$ cat config.mk
export PLATFORM = sky130hd
export DESIGN_NAME = game_session_ctrl_flat
export DESIGN_NICKNAME = d
export VERILOG_FILES = /design/src/rtl/game_session_ctrl_if.sv /design/src/rtl/game_session_ctrl.sv /design/src/flat_wrapper.sv
export SDC_FILE = /design/constraint.sdc
export NUM_CORES = 1
export LEC_CHECK = 0
export BUFFER_PORTS_ARGS = -buffer_cell sky130_fd_sc_hd__buf_4
export CAP_MARGIN = 10
export CORE_MARGIN = 2
export CORE_UTILIZATION = 41
export CTS_CLUSTER_DIAMETER = 30
export DETAILED_ROUTE_END_ITERATION = 12
export RECOVER_POWER = 25
export SYNTH_ARGS = -nofsm -noshare
export SYNTH_HDL_FRONTEND = slang
export SYNTH_SLANG_ARGS = --single-unit
$ cat constraint.sdc
create_clock -name clk -period 2.49 [get_ports clk]
set_clock_uncertainty 0.1 [all_clocks]
set_input_delay 0.3735 -clock clk [delete_from_list [all_inputs] [get_ports clk]]
set_output_delay 0.3735 -clock clk [all_outputs]
set_load 0.005 [all_outputs]
$ cat src/rtl/game_session_ctrl_if.sv
// Login/session signal bundle between the authentication block (master) and
// the game-controller session manager (slave).
interface game_session_ctrl_if;
   // LogIn is a level: InternalID is meaningful only while it is high.
   // Game_Enter and Quit_Req are one-cycle pulses and GCLogOut is a one-cycle
   // request; none of them wait for an acknowledge.
   logic       LogIn;
   logic [4:0] InternalID;
   logic       Game_Enter;
   logic       Quit_Req;
   logic       GCLogOut;
   logic       SessionActive;
   logic [4:0] ActiveID;
   logic       TimeoutWarn;
   logic [7:0] SessionCount;

   modport master (
      output LogIn, InternalID, Game_Enter, Quit_Req,
      input  GCLogOut, SessionActive, ActiveID, TimeoutWarn, SessionCount
   );

   modport slave (
      input  LogIn, InternalID, Game_Enter, Quit_Req,
      output GCLogOut, SessionActive, ActiveID, TimeoutWarn, SessionCount
   );
endinterface

$ cat src/rtl/game_session_ctrl.sv
// Session manager: opens a session on a LogIn rising edge, forces logout on quit
// or inactivity timeout, and raises a warning window before the timeout.
module game_session_ctrl #(
   parameter int TIMEOUT_CYCLES = 1000,
   parameter int WARN_CYCLES    = 200
) (
   input  logic                clk,
   input  logic                rst,
   game_session_ctrl_if.slave  gs,
   output logic [2:0]          dbgState
);
   localparam int TW = $clog2(TIMEOUT_CYCLES);
   localparam logic [TW-1:0] WARN_AT   = TW'(TIMEOUT_CYCLES - WARN_CYCLES - 1);
   localparam logic [TW-1:0] LOGOUT_AT = TW'(TIMEOUT_CYCLES - 1);

   typedef enum logic [2:0] {
      IDLE     = 3'd0,
      ACTIVE   = 3'd1,
      WARN     = 3'd2,
      LOGOUT   = 3'd3,
      WAIT_CLR = 3'd4
   } sessState_e;

   sessState_e    state, stateNext;
   logic [TW-1:0] timer, timerNext;
   logic          loginDly;
   logic          openSession;

   assign dbgState = state;

   always_comb begin
      stateNext   = state;
      timerNext   = timer;
      openSession = 1'b0;
      unique case (state)
         IDLE: begin
            if (gs.LogIn && !loginDly) begin
               stateNext   = ACTIVE;
               openSession = 1'b1;
               timerNext   = '0;
            end
         end
         ACTIVE: begin
            timerNext = gs.Game_Enter ? '0 : timer + 1'b1;
            if (!gs.LogIn)                          stateNext = IDLE;
            else if (gs.Quit_Req)                   stateNext = LOGOUT;
            else if (gs.Game_Enter)                 stateNext = ACTIVE;
            else if (timer == WARN_AT)              stateNext = WARN;
         end
         WARN: begin
            timerNext = gs.Game_Enter ? '0 : timer + 1'b1;
            if (!gs.LogIn)                          stateNext = IDLE;
            else if (gs.Quit_Req)                   stateNext = LOGOUT;
            else if (gs.Game_Enter)                 stateNext = ACTIVE;
            else if (timer == LOGOUT_AT)            stateNext = LOGOUT;
         end
         LOGOUT: begin
            stateNext = WAIT_CLR;
         end
         WAIT_CLR: begin
            // Only a LogIn drop leaves here, so a stuck-high LogIn cannot reopen.
            if (!gs.LogIn) stateNext = IDLE;
         end
         default: begin
            stateNext = IDLE;
         end
      endcase
   end

   // Outputs are decoded from the next state so they are flop outputs.
   always_ff @(posedge clk or negedge rst) begin
      if (!rst) begin
         state            <= IDLE;
         timer            <= '0;
         loginDly         <= 1'b0;
         gs.GCLogOut      <= 1'b0;
         gs.SessionActive <= 1'b0;
         gs.TimeoutWarn   <= 1'b0;
         gs.ActiveID      <= '0;
         gs.SessionCount  <= '0;
      end else begin
         state            <= stateNext;
         timer            <= timerNext;
         loginDly         <= gs.LogIn;
         gs.GCLogOut      <= (stateNext == LOGOUT);
         gs.SessionActive <= (stateNext == ACTIVE) || (stateNext == WARN);
         gs.TimeoutWarn   <= (stateNext == WARN);
         if (openSession) begin
            gs.ActiveID <= gs.InternalID;
            if (gs.SessionCount != 8'hFF) gs.SessionCount <= gs.SessionCount + 8'd1;
         end else if (stateNext == IDLE) begin
            gs.ActiveID <= '0;
         end
      end
   end
endmodule
$ cat src/flat_wrapper.sv
// flat-port wrapper written by rule: the top's interface ports become plain ports
module game_session_ctrl_flat 
#(
   parameter int TIMEOUT_CYCLES = 1000,
   parameter int WARN_CYCLES    = 200
)
  (clk, rst, dbgState, gs_LogIn, gs_InternalID, gs_Game_Enter, gs_Quit_Req, gs_GCLogOut, gs_SessionActive, gs_ActiveID, gs_TimeoutWarn, gs_SessionCount);
  game_session_ctrl_if gs_i ();
  input  logic clk;
  input  logic rst;
  output logic [2:0] dbgState;
  input wire logic [$bits(gs_i.LogIn)-1:0] gs_LogIn;
  input wire logic [$bits(gs_i.InternalID)-1:0] gs_InternalID;
  input wire logic [$bits(gs_i.Game_Enter)-1:0] gs_Game_Enter;
  input wire logic [$bits(gs_i.Quit_Req)-1:0] gs_Quit_Req;
  output wire logic [$bits(gs_i.GCLogOut)-1:0] gs_GCLogOut;
  output wire logic [$bits(gs_i.SessionActive)-1:0] gs_SessionActive;
  output wire logic [$bits(gs_i.ActiveID)-1:0] gs_ActiveID;
  output wire logic [$bits(gs_i.TimeoutWarn)-1:0] gs_TimeoutWarn;
  output wire logic [$bits(gs_i.SessionCount)-1:0] gs_SessionCount;
  assign gs_i.LogIn = gs_LogIn;
  assign gs_i.InternalID = gs_InternalID;
  assign gs_i.Game_Enter = gs_Game_Enter;
  assign gs_i.Quit_Req = gs_Quit_Req;
  assign gs_GCLogOut = gs_i.GCLogOut;
  assign gs_SessionActive = gs_i.SessionActive;
  assign gs_ActiveID = gs_i.ActiveID;
  assign gs_TimeoutWarn = gs_i.TimeoutWarn;
  assign gs_SessionCount = gs_i.SessionCount;
  game_session_ctrl #(.TIMEOUT_CYCLES(TIMEOUT_CYCLES), .WARN_CYCLES(WARN_CYCLES)) u_core (.clk(clk), .rst(rst), .gs(gs_i), .dbgState(dbgState));
endmodule
# Word-level counts from Yosys, hierarchy flattened
# Index checks and enable logic that the tools add are counted.
# totals
reg_bits	30
latch_bits	0
ramBits	0
romBits	0
elab_cells	49
memories	0
# classes
n_addsub	2
multipliers	0
div	0
n_lt_le_gt_ge	0
eq_ne	11
shifts	0
n_mux	18
bitwise_logic	0
reduce_logical	10
# op_table
cell	count
3-bit 2-to-1 mux	10
10-bit equality test, second input constant	2
10-bit 2-to-1 mux	2
10-bit case mux with 2 select lines	1
3-bit case mux with 5 select lines	1
3-bit by 2-bit equality test with 1-bit output, second input constant	4
10-bit by 1-bit adder with 10-bit output, second input constant	1
5-bit 2-to-1 mux	2
8-bit by 1-bit adder with 8-bit output, second input constant	1
8-bit != test, second input constant	1
3-bit by 1-bit equality test with 1-bit output, second input constant	2
3-bit logical NOT	2
2-bit AND reduction	2
2-bit nonzero test	2
3-bit equality test, second input constant	1
1-bit 2-to-1 mux	2
2-bit by 1-bit != test with 1-bit output, second input constant	1
2-bit OR reduction	1
1-bit logical AND	1
1-bit logical NOT	1
1-bit logical OR	1

# Longest topological paths before layout
# Gate-level depths: netlist of the first run.
# depth
word_depth	9
ltp_mapped	6
mapped_depth_nobuf	5

# Least setup slack after synthesis of the first run
# No wires, ideal clock.
# synth_path
path_type	reg-to-reg
startpoint	register u_core.gs.SessionCount[0]
endpoint	register u_core.gs.SessionCount[1]
setup_ns	0.125
arrival_time_ns	1.732
t_required_ns	2.265
path_slack_ns	0.533
stages_incl_launch_ff	5
n_path_buf	0
synth_period_minus_slack_ns	1.957
cell_sequence	dfrtp_1 ha_1 and3_1 a2111oi_4 mux2_2
# synth_via
elab_chain_cells	2
# synth_rtl
element	line	text
start, declared	game_session_ctrl_if.sv:24	output GCLogOut, SessionActive, ActiveID, TimeoutWarn, SessionCount
start signal, assigned	game_session_ctrl.sv:90	if (gs.SessionCount != 8'hFF) gs.SessionCount <= gs.SessionCount + 8'd1;
parallel branches: the longest is 2 deep, another holds 8-bit by 1-bit adder with 8-bit output	n/a	
# Several ways; the timed one is not identified.
# A chain may end at the register's enable or synchronous reset.

# Worst setup path after layout of the first run
# Same ends and word-level chain as after synthesis.

==> results.py, run 1 <==
metrics = {
    "run_status": {
        "status": "finished, final reports clean",
    },
    "power_and_ir_drop": {
        "internal_power_uw": 903,
        "power_density_nw_per_um2": 669,
        "seqPwrFrac_pct": 48.1,
        "power.share.combinational_pct": 19.6,
        "vdd_drop_max_mv": 0.348,
        "sw_frac_of_total_pct": 28.5,
        "switchingPower_uw": 361,
        "pwr-share-clk_pct": 32.2,
        "leakagePower_nw": 0.843,
    },
    "clock_network": {
        "cts-resized-gates": 0,
        "cts_tree": "done",
        "clk_pin_slew_ps": 60,
        "cts_sinks": 30,
        "insertion_delay_ps": 280,
        "postCtsSetupRepairBufs": 0,
        "h-tree-depth": 2,
        "cts_made_buffers": 5,
        "cts_buffer_depth": 2,
        "cts_root_buffer": "clkbuf_8",
    },
    "min_path": {
        "hp-class": "in -> reg",
    },
    "floorplanning": {
        "io_pins": 29,
        "die_y_um": 65.7,
        "die_x_um": 65.7,
        "start_util_pct": 42.6,
        "die_area_sq_um": 4310,
        "fp-row-count": 22,
        "coreArea_sq_um": 3660,
    },
    "yosys": {
        "synth-seq-cells": 30,
        "avgSynthCellArea_sq_um": 11.2,
        "synthFlopType": "dfrtp_1",
        "mappedNetlistNets": 151,
        "synth_edf_count": 0,
        "synthCells": 139,
        "ys_seq_area_share_pct": 48.2,
        "synth.distinct_cells": 44,
        "async_reset_ff_share_pct": 100,
        "syn-cell-area_sq_um": 1560,
        "ys_warn_count": 0,
    },
    "placed_design": {
        "dp_hpwl_um": 2400,
        "gp_congestion": 0.762,
        "io_buffer_count": 28,
        "pre_cts_ws_ps": 441,
    },
    "critical_path": {
        "cp_slowest_cell": "a2111oi_4",
        "cp_data_arrival_time_ps": 2120,
        "worstPathRequired_ps": 2560,
        "startpoint_type": "flip-flop",
        "cp_num_buf_inv": 0,
        "reg2reg_slack_ps": 440,
        "crit_fanout": 8,
        "critPathTopFamily": "compound AO/OA/AOI/OAI gates",
        "max_stage_delay_ps": 570,
        "path_cells": "ha_1 -> and3_1 -> a2111oi_4 -> mux2_2",
        "cp-end-kind": "flip-flop",
        "crit_type": "reg -> reg",
    },
    "timing": {
        "worst_pin_slew_ps": 773,
        "drv_slew": 0,
        "hold_slack_ps": 177,
        "worst_slack_ps": 437,
        "slew_headroom_pct": 48.4,
        "max_freq_ghz": 0.487,
        "rsz0062_at_grt": "no",
        "hold_viol_final": 0,
        "tns_ps": 0,
        "setup_viol": 0,
        "final.min_clock_period_ps": 2050,
        "period_share_pct": 82.5,
    },
    "grt": {
        "grt_pass1_vias": 1247,
        "grt_overflow": 0,
        "grt_antenna_before_repair": 0,
        "grt_usage_pct": 17.8,
        "grt_max_degree": 31,
        "grt_pass1_wl_um": 5780,
    },
    "detailed_routing": {
        "vias": 1213,
        "ant_nets": 0,
        "vias_per_cell": 5.49,
        "drc": 0,
        "drtPass1Iterations": 4,
        "wl_um": 3290,
        "wire_per_inst_um": 14.9,
        "drt_iter0_drc": 19,
    },
    "layout": {
        "num-nets-final": 184,
        "area_growth_pct": 21.1,
        "diodes": 0,
        "drive_above_1_share_pct": 27.7,
        "postLayoutCoreUtil_pct": 51.6,
    },
    "run": {
        "cap_violations": 0,
    },
}
-- logic make-up (layout without fill, tap and decap cells) --
| group | count (synthesis) | after routing | synth area share, % |
|---|---|---|---|
| flip-flops | 30 | 30 | 48.2 |
| XOR/XNOR | 8 | 8 | 4.49 |
| AND/OR/NAND/NOR | 52 | 52 | 21.2 |
| buffers and inverters | 9 | 43 | 4.01 |
| AO/OA/AOI/OAI | 28 | 28 | 14.0 |
| adder cells (fa/ha/maj) | 2 | 2 | 1.60 |
| multiplexers | 10 | 10 | 6.50 |
-- power by group through the flow --
stage	clock, mW	sequential, mW	combinational [mW]
global route	0.452	0.620	0.278
CTS	0.415	0.608	0.253
detailed placement	0	0.616	0.251
finish	0.407	0.608	0.248
floorplan	0	0.610	0.135
global placement	0	0.613	0.245
-- what timing repair did --
item | CTS | global route
endpoints found under the setup margin | 0 | 0
hold buffers | 1 | 0
hold endpoints to repair | 30 | 0
-- worst paths after layout --
check | startpoint | endpoint | cells past startpoint
min reg2reg | u_core.gs.SessionCount[6] | u_core.gs.SessionCount[6] | 1
max | u_core.gs.SessionCount[0] | u_core.gs.SessionCount[1] | 4
max reg2reg | u_core.gs.SessionCount[0] | u_core.gs.SessionCount[1] | 4
max in group asynchronous | rst | u_core.gs.SessionCount[1] | 2
min in group asynchronous | rst | u_core.gs.SessionCount[6] | 2
min | gs_LogIn | u_core.loginDly | 1
-- worst register-to-register path, cell delays in order, from the launching register on --
cell and delay (ps):
dfrtp_1 410, ha_1 250, and3_1 220, a2111oi_4 570, mux2_2 390
-- cells in the mapped netlist, types with 3 or more instances --
library cell / n / area share [%]
xnor2_1: 7 / 3.9
o21ai_0: 3 / 0.96
nand3_1: 6 / 1.9
nand4_1: 6 / 2.4
mux2i_1: 9 / 5.8
dfrtp_1: 30 / 48
a21oi_1: 11 / 3.5
nor3_1: 3 / 0.96
nand2_1: 10 / 2.4
inv_1: 5 / 1.2
and3_1: 4 / 1.6
-- stage by stage --
step	area, sq um	std cells	total power [mW]
2_1_floorplan	1560	139	0.745
3_3_place_gp	1790	212	0.859
3_5_place_dp	1790	212	0.867
4_1_cts	1890	221	1.28
5_1_grt	1890	221	1.35
6_report	1890	221	1.26
-- final cells by class --
class / count / area, sq um
clock inverters: 1 / 5.00
well taps: 48 / 60.1
fillers: 334 / 1770
inverters: 5 / 18.8
clock buffers: 7 / 86.3
repair buffers: 30 / 221
flip-flops and latches: 30 / 751
multi-input cells: 100 / 746
-- sequential cells by signal, indices dropped and copies added (netlist names) --
signal                   cells
u_core.gs.GCLogOut           1
u_core.dbgState              3
u_core.gs.ActiveID           5
u_core.gs.SessionActive      1
u_core.loginDly              1
u_core.gs.TimeoutWarn        1
u_core.timer                10
u_core.gs.SessionCount       8
-- cell usage in the layout, fill, tap and decap left out, types with 2 or more instances in the layout --
master / instances
and2_2: 2
ha_1: 2
or3_2: 2
clkbuf_8: 6
xnor2_1: 7
a21oi_1: 11
dfrtp_1: 30
nand3_1: 6
and2_1: 2
nor3_1: 3
inv_1: 5
or4_1: 2
mux2i_1: 9
a211o_1: 2
buf_4: 27
nand4_1: 6
a22o_1: 2
o21ai_0: 3
nand2b_1: 2
a31oi_1: 2
nor2_1: 2
nand2_1: 10
clkbuf_1: 2
and4_1: 2
and3_1: 4
-- metal layers --
layer | GRT usage (%) | routed length (um) | vias up
li1 | - | - | 582
met5 | 0 | 0 | -
met4 | 7.03 | 36 | 0
met3 | 5.65 | 148 | 4
met2 | 29.4 | 1650 | 22
met1 | 21.6 | 1460 | 605
Power figures use the tool's default switching activity.
==> inputs of run 2 (changes only) <==
clock period = 1.7 ns   (was 2.49 ns; I/O delays follow)
==> run 2 against run 1 <==
Compared with the run above: power grew 67%; core utilization is 15 points higher; setup slack lost 480 ps; hold slack got worse by 76 ps; fmax grew 18%; die area stayed put; largest power group unchanged; flip-flop and latch count stayed put; non-clock buffer count is 48 higher; the run now ends with negative setup slack left; sequential power rose by 39%; global-route usage is 1.6 points higher; critical path depth rose by 1; largest cell class is now multi-input combinational cells.
==> results.py, run 2 (same netlist as run 1, synthesis figures left out) <==
metrics = {
    "detailed_routing": {
        "vias": 1398,
        "drc": 0,
        "drtPass1Iterations": 4,
        "drt_iter0_drc": 40,
        "vias_per_cell": 5.20,
        "wire_per_inst_um": 14.2,
        "ant_nets": 0,
        "wl_um": 3810,
    },
    "floorplanning": {
        "die_y_um": 65.7,
        "die_x_um": 65.7,
        "die_area_sq_um": 4310,
        "fp-row-count": 22,
        "start_util_pct": 42.6,
        "io_pins": 29,
        "coreArea_sq_um": 3660,
    },
    "grt": {
        "grt_usage_pct": 19.5,
        "grt_antenna_before_repair": 0,
        "grt.busiest_layer": "met2",
        "grt_overflow": 0,
        "grt_pass1_wl_um": 6310,
        "groute.layer.met1.usage_pct": 23.8,
        "grt_pass1_vias": 1363,
        "use_met3_pct": 3.60,
        "grt_max_degree": 31,
        "grtUsageMet2_pct": 33.3,
    },
    "critical_path": {
        "cp_data_arrival_time_ps": 1810,
        "crit_fanout": 5,
        "worstPathRequired_ps": 1770,
        "reg2reg_depth": 5,
        "crit_type": "reg -> reg",
        "cp-end-kind": "flip-flop",
        "startpoint_type": "flip-flop",
    },
    "timing": {
        "drv_slew": 0,
        "setup_viol": 5,
        "tns_ps": -90.5,
        "rsz0062_at_grt": "yes",
        "final.min_clock_period_ps": 1740,
        "period_share_pct": 103,
        "max_freq_ghz": 0.574,
        "worst_pin_slew_ps": 746,
        "worst_slack_ps": -43.4,
        "slew_headroom_pct": 50.3,
        "hold_viol_final": 0,
    },
    "placed_design": {
        "pre_cts_ws_ps": -51.5,
        "gp_congestion": 0.797,
        "dpl_cell_area_sq_um": 2090,
        "dp_hpwl_um": 2710,
        "io_buffer_count": 28,
    },
    "layout": {
        "diodes": 0,
        "largest_reg_flops": 10,
        "area_growth_pct": 56.3,
        "mostFrequentLayoutCell": "buf_4",
        "layout_common_cells": "69 x buf_4, 28 x dfrtp_1, 10 x nand2_1, 9 x a21oi_2, 9 x mux2i_1",
        "drive_above_1_share_pct": 56.6,
        "reg.largest.list": "u_core.timer x10, u_core.gs.SessionCount x8, u_core.gs.ActiveID x5",
        "num-nets-final": 232,
        "register_area_sq_um": 753,
        "largest-register": "u_core.timer",
        "multi_input_area_sq_um": 908,
        "fin_area_sq_um": 2440,
        "fillCellCount": 303,
    },
    "power_and_ir_drop": {
        "p_total_mw": 2.11,
        "vdd_drop_max_mv": 0.572,
        "power_density_nw_per_um2": 868,
        "leakagePower_nw": 1.14,
    },
    "run_status": {
        "status": "complete, but fails checks",
        "violations": "negative setup slack",
    },
    "clock_network": {
        "cts_sinks": 30,
        "h-tree-depth": 2,
        "cts_root_buffer": "clkbuf_8",
        "cts_made_buffers": 5,
        "cts_tree": "done",
        "insertion_delay_ps": 280,
        "cts_buffer_depth": 2,
        "clk_pin_slew_ps": 60,
    },
    "run": {
        "cap_violations": 0,
    },
    "min_path": {
        "worstHoldPathCells": 1,
        "hp-class": "in -> reg",
    },
}
run 2: critical path, stage by stage, from the launching register on:
cell and delay [ps]:
dfrtp_1 380, or4b_4 550, nor3_4 190, o41ai_4 110, buf_4 170, and2_1 130
run 2: timing repair:
item / CTS / global route
pin swaps: 10 / 16
hold buffers: 1 / 0
endpoints found under the setup margin: 15 / 23
hold endpoints to repair: 30 / 0
resized for setup: 7 / 32
setup buffers: 11 / 3
run 2: worst paths after layout:
| check | start | to | slack, ps |
|---|---|---|---|
| setup / recovery | u_core.timer[4] | u_core.gs.TimeoutWarn | -40 |
| hold / removal | gs_LogIn | u_core.loginDly | 100 |
| setup reg to reg | u_core.timer[4] | u_core.gs.TimeoutWarn | -40 |
| hold reg to reg | u_core.gs.SessionCount[7] | u_core.gs.SessionCount[7] | 420 |
| max in group asynchronous | rst | u_core.dbgState[1] | 500 |
| min in group asynchronous | rst | u_core.gs.SessionCount[3] | 470 |
run 2: routing by layer:
metal  vias to the layer above  wire, um  share of wire (%)
met3                         4       177                4.6
met4                         0        31               0.81
li1                        674         -                  -
met2                        33      1970                 52
met5                         -         0                  0
met1                       687      1630                 43
run 2: stage by stage:
step / hold slack [ps] / std cells / util (%)
2_1_floorplan: -141 / 139 / -
3_3_place_gp: 104 / 246 / 57.2
3_5_place_dp: 108 / 246 / 57.2
4_1_cts: 21.9 / 266 / 63.1
5_1_grt: 100 / 269 / 66.5
6_report: 101 / 269 / 66.5
run 2: area by class of cell:
type                       count  area share (%)
inverter                       5           0.770
timing repair buffer          78            24.8
sequential                    30            30.9
clock buffer                   7            3.54
multi-input combinational    100            37.3
tap                           48            2.47
clock inverter                 1           0.205
run 2: report_power, final:
group / total, mW / leakage [nW] / internal [mW] / switching, mW
clock: 0.584 / 0.0482 / 0.326 / 0.258
combinational: 0.686 / 0.693 / 0.402 / 0.284
sequential: 0.843 / 0.401 / 0.794 / 0.0498
total: 2.11 / 1.14 / 1.52 / 0.592
